===== config.mk =====
export PLATFORM = sky130hd
export DESIGN_NAME = data_reg_ctr
export DESIGN_NICKNAME = d
export VERILOG_FILES = /design/src/rtl/data_reg_ctr.sv
export SDC_FILE = /design/constraint.sdc
export NUM_CORES = 1
export LEC_CHECK = 0
export ABC_AREA = 0
export BUFFER_PORTS_ARGS = -buffer_cell sky130_fd_sc_hd__buf_2
export CORE_ASPECT_RATIO = 0.9
export CORE_MARGIN = 2
export CORE_UTILIZATION = 49
export CTS_CLUSTER_DIAMETER = 100
export DETAILED_ROUTE_END_ITERATION = 7
export PLACE_DENSITY = 0.81
export REMOVE_ABC_BUFFERS = 1
export SLEW_MARGIN = 30
export SYNTH_ARGS = -nofsm -noshare
export SYNTH_HDL_FRONTEND = slang
export SYNTH_SLANG_ARGS = --single-unit

===== constraint.sdc =====
create_clock -name CLK -period 2.3 [get_ports CLK]
set_clock_uncertainty 0.15 [all_clocks]
set_input_delay 0.23 -clock CLK [delete_from_list [all_inputs] [get_ports CLK]]
set_output_delay 0.23 -clock CLK [all_outputs]
set_load 0.05 [all_outputs]

===== src/rtl/data_reg_ctr.sv =====
// data_reg_ctr: parametrised data register / up-down counter
// load, inc/dec (wrap or saturate), logical shifts, registered flags
module data_reg_ctr #(
  parameter int unsigned WIDTH    = 16,
  parameter int unsigned RST_VAL  = 0,
  parameter bit          SATURATE = 1'b0
) (
  input  logic             CLK,
  input  logic             CLR,
  input  logic             LD,
  input  logic             INC,
  input  logic             DEC,
  input  logic             SHL,
  input  logic             SHR,
  input  logic             SER_IN,
  input  logic [WIDTH-1:0] D_IN,
  output logic [WIDTH-1:0] D_OUT,
  output logic             CO,
  output logic             ZERO,
  output logic             LIMIT
);

  localparam logic [WIDTH-1:0] RV  = WIDTH'(RST_VAL);
  localparam logic [WIDTH:0]   ONE = {{WIDTH{1'b0}}, 1'b1};

  typedef enum logic [2:0] {
    OP_HOLD,
    OP_LD,
    OP_INC,
    OP_DEC,
    OP_SHL,
    OP_SHR
  } op_t;

  op_t              op;
  logic [WIDTH-1:0] q;
  logic             co;
  logic             lim;
  logic [WIDTH:0]   sum;
  logic [WIDTH:0]   dif;
  logic             at_max;
  logic             at_min;

  // carry out of q+1 marks all-ones; borrow of q-1 marks zero
  assign sum    = {1'b0, q} + ONE;
  assign dif    = {1'b0, q} - ONE;
  assign at_max = sum[WIDTH];
  assign at_min = dif[WIDTH];

  // pick the single operation for this edge by fixed priority
  always_comb begin
    op = OP_HOLD;
    if (LD)
      op = OP_LD;
    else if (INC && DEC)
      op = OP_HOLD;
    else if (INC)
      op = OP_INC;
    else if (DEC)
      op = OP_DEC;
    else if (SHL)
      op = OP_SHL;
    else if (SHR)
      op = OP_SHR;
  end

  // register, carry and boundary pulse update
  always_ff @(posedge CLK or posedge CLR) begin
    if (CLR) begin
      q   <= RV;
      co  <= 1'b0;
      lim <= 1'b0;
    end else begin
      lim <= 1'b0;
      case (op)
        OP_LD: begin
          q  <= D_IN;
          co <= 1'b0;
        end
        OP_INC: begin
          co <= at_max;
          if (at_max) begin
            lim <= 1'b1;
            if (!SATURATE)
              q <= sum[WIDTH-1:0];
          end else begin
            q <= sum[WIDTH-1:0];
          end
        end
        OP_DEC: begin
          co <= at_min;
          if (at_min) begin
            lim <= 1'b1;
            if (!SATURATE)
              q <= dif[WIDTH-1:0];
          end else begin
            q <= dif[WIDTH-1:0];
          end
        end
        OP_SHL: begin
          q  <= {q[WIDTH-2:0], SER_IN};
          co <= q[WIDTH-1];
        end
        OP_SHR: begin
          q  <= {SER_IN, q[WIDTH-1:1]};
          co <= q[0];
        end
        default: begin
          q  <= q;
          co <= co;
        end
      endcase
    end
  end

  assign D_OUT = q;
  assign CO    = co;
  assign LIMIT = lim;
  assign ZERO  = (q == '0);

endmodule

==> impl_metrics.csv <==
group,metric,value,unit
yosys,synth.distinct_cells,70,
worst_setup_path,worstReg2RegEnd,"D_OUT[6]",
worst_setup_path,crit_path_start,"D_OUT[8]",
worst_setup_path,r2r-start,"D_OUT[1]",
grt,antenna_found_initial,0,
yosys,avgSynthCellArea,7.81,sq um
grt,grt_max_degree,21,
timing,fmax,415,MHz
grt,grt_pass1_wl,12.4,mm
yosys,yosys.area.top_type_share,20.0,%
final_layout,fin_nets,392,
run_status,outcome,"finished with violations",
clock_tree,clock-sinks,18,
timing,relSlewSlack,41.4,%
yosys,synth.area.top_cells,"dfrtp_1 20%, o21ai_0 6.0%, clkbuf_8 4.3%",
drt,num_vias,2784,
worst_setup_path,ff2ff_path_depth,8,
grt,grt_usage,31.7,%
yosys,synth_warnings,0,
floorplanning,fp-row-count,23,
clock_tree,clk_pin_slew,80,ps
drt,ant_nets,0,
power_and_ir_drop,peakVddDrop,0.000458,V
hold_path,min_from,"D_IN[0]",
floorplanning,dieArea,5170,sq um
yosys,synth_common_cells,"27 x o21ai_0, 19 x nor2_1, 18 x a21oi_1, 18 x dfrtp_1, 14 x nand2_1",
grt,overflow,0,
worst_setup_path,cp_max_fo,2,
placed_design,io_buffers,42,
power_and_ir_drop,cellPowerDensity,596,nW/um^2
hold_path,min_to,"D_OUT[0]",
clock_tree,worstSkewPairLatency,270,ps
clock_tree,root_buffer,"clkbuf_8",
final_layout,final_layout_size_suffix_gt1_share,35.5,%
clock_tree,numCtsBuffers,3,
clock_tree,cts_buffer_depth,2,
run,maxCapViolCount,0,
run_status,violations,"setup timing",
worst_setup_path,endpoint_kind,"primary output",
worst_setup_path,critical_path_class,"flop to primary output",
timing,final.setup.tns,-109,ps
timing,setup_viol,1,
yosys,synth_top_area_cell,"dfrtp_1",
timing,finalHoldViolations,0,
timing,setup_slack,-109,ps
placed_design,gp_congestion,0.981,
final_layout,design_area,2860,sq um
timing,period_share,105,%
drt,dr.pass1.iters,6,
clock_tree,tritoncts,"built",
power_and_ir_drop,p_total,0.00170,W
drt,drtIter0Drc,526,
yosys,synth-edff-count,0,
grt,grt_pass1_vias,2628,
worst_setup_path,r2r_slack,100,ps
hold_path,worst_hold_path_type,"input port to flop",
yosys,async_reset_ff_share,100,%
yosys,seq_area_frac_synth,20.0,%
worst_setup_path,cp-start-kind,"flop",
yosys,synth.most_common_cell,"o21ai_0",
floorplanning,start_util,50.9,%
power_and_ir_drop,leakage,1.16,nW
yosys,yosys_most_used_dff,"dfrtp_1",
final_layout,areaGrowthSynthToFinish,26.7,%
placed_design,dp_hpwl,5.71,mm
clock_tree,htreeDepth,1,
floorplanning,die_h,68.4,microns
timing,fin_crit,2410,ps
yosys,netlist_area,2260,sq um
drt,routedWlPerCell,18.9,microns
placed_design,dp_slack,-39.0,ps
yosys,netlist_instances,289,
floorplanning,io_pins,43,
floorplanning,die_w,75.5,microns
worst_setup_path,crit_arrival,2030,ps
placed_design,dpl-instance-area,2740,sq um
drt,avgViaCountPerCell,6.55,
yosys,synth_seq_cells,18,
timing,slew_violations,0,
hold_path,hold_depth,3,
drt,drc,0,
timing,rsz0062_at_grt,"yes",
floorplanning,core-area,4430,sq um
drt,totalWireLength,8.04,mm
final_layout,antennaDiodeCount,0,
timing,worstMarginPinSlew,877,ps
worst_setup_path,critPathRequiredTime,1920,ps
cells in the final DEF, fill, tap and decap left out, drive strengths merged, types with 5 or more instances in the layout:
| cell | synthesis | final |
|---|---|---|
| nand3 | 9 | 9 |
| nor2 | 23 | 23 |
| or3 | 5 | 5 |
| a21oi | 20 | 20 |
| inv | 8 | 8 |
| and4 | 5 | 5 |
| a221oi | 5 | 5 |
| buf | 10 | 94 |
| xor2 | 5 | 5 |
| a211oi | 5 | 5 |
| nand2 | 17 | 17 |
| nor4 | 9 | 9 |
| nor3 | 15 | 15 |
| a31oi | 5 | 5 |
| o21ai | 30 | 30 |
| dfrtp | 18 | 18 |
| o22ai | 7 | 7 |
| nand2b | 5 | 5 |
| xnor2 | 7 | 7 |
| nand4 | 6 | 6 |
critical path: stages, from the launching register on:
cell	delay, ps
dfrtp_1	400
nor4_2	270
buf_4	160
or3b_4	400
nor3_4	140
and4_1	230
buf_6	160
per-stage QoR:
step,cells,utilization [%],hold slack [ps]
after CTS,425,64.1,75.9
after global placement,418,61.8,240
after detailed placement,418,61.8,259
after global routing,425,64.5,95.4
final,425,64.5,69.2
after floorplan,264,-,18.6
sequential cells by signal, indices dropped and copies added (netlist names):
name and flops:
LIMIT 1, D_OUT 16, CO 1
timing repair:
action	4_1_cts	5_1_grt
endpoints found under the hold margin	18	0
setup endpoints to repair	1	5
setup buffers	2	0
resized for setup	5	4
gates cloned	0	0
hold buffers	1	0
pin swaps	3	3
power by group:
group / internal [W] / leakage [nW] / total (W) / switching, W
clock: 0.000153 / 0.0288 / 0.000285 / 0.000132
combinational: 0.000343 / 0.916 / 0.000992 / 0.000649
sequential: 0.000369 / 0.217 / 0.000426 / 0.0000575
cell families after synthesis:
kind of cell    count (synthesis)  share of synthesized area [%]
flops                          18                           20.0
buf+inv                        33                           9.87
compound gates                102                           31.3
fa+ha+maj                       4                           2.22
simple gates                  120                           32.0
xor+xnor                       12                           4.66
metal layers:
layer | part of all wire (%) | global-route usage (%) | up-vias | routed length [microns]
met5 | 0 | 0 | - | 0
met3 | 13 | 6.48 | 27 | 1030
li1 | - | - | 1251 | -
met2 | 47 | 50.8 | 210 | 3800
met4 | 2.7 | 14.3 | 0 | 214
met1 | 37 | 41.0 | 1296 | 2990
worst max-delay path by stage:
stage,slack [ps],end
final,-110,ZERO
after global routing,-190,ZERO
after CTS,-130,ZERO
after detailed placement,-40,D_OUT[1]
after global placement,-6,D_OUT[1]
after floorplan,-350,ZERO
layout make-up:
class,count,area [sq um]
multi-input combinational,238,1620
tap,62,77.6
timing repair buffer,95,629
sequential,18,450
clock buffer,4,55.1
inverter,8,30.0
fill,388,1570
(Power assumes the default switching activity.)
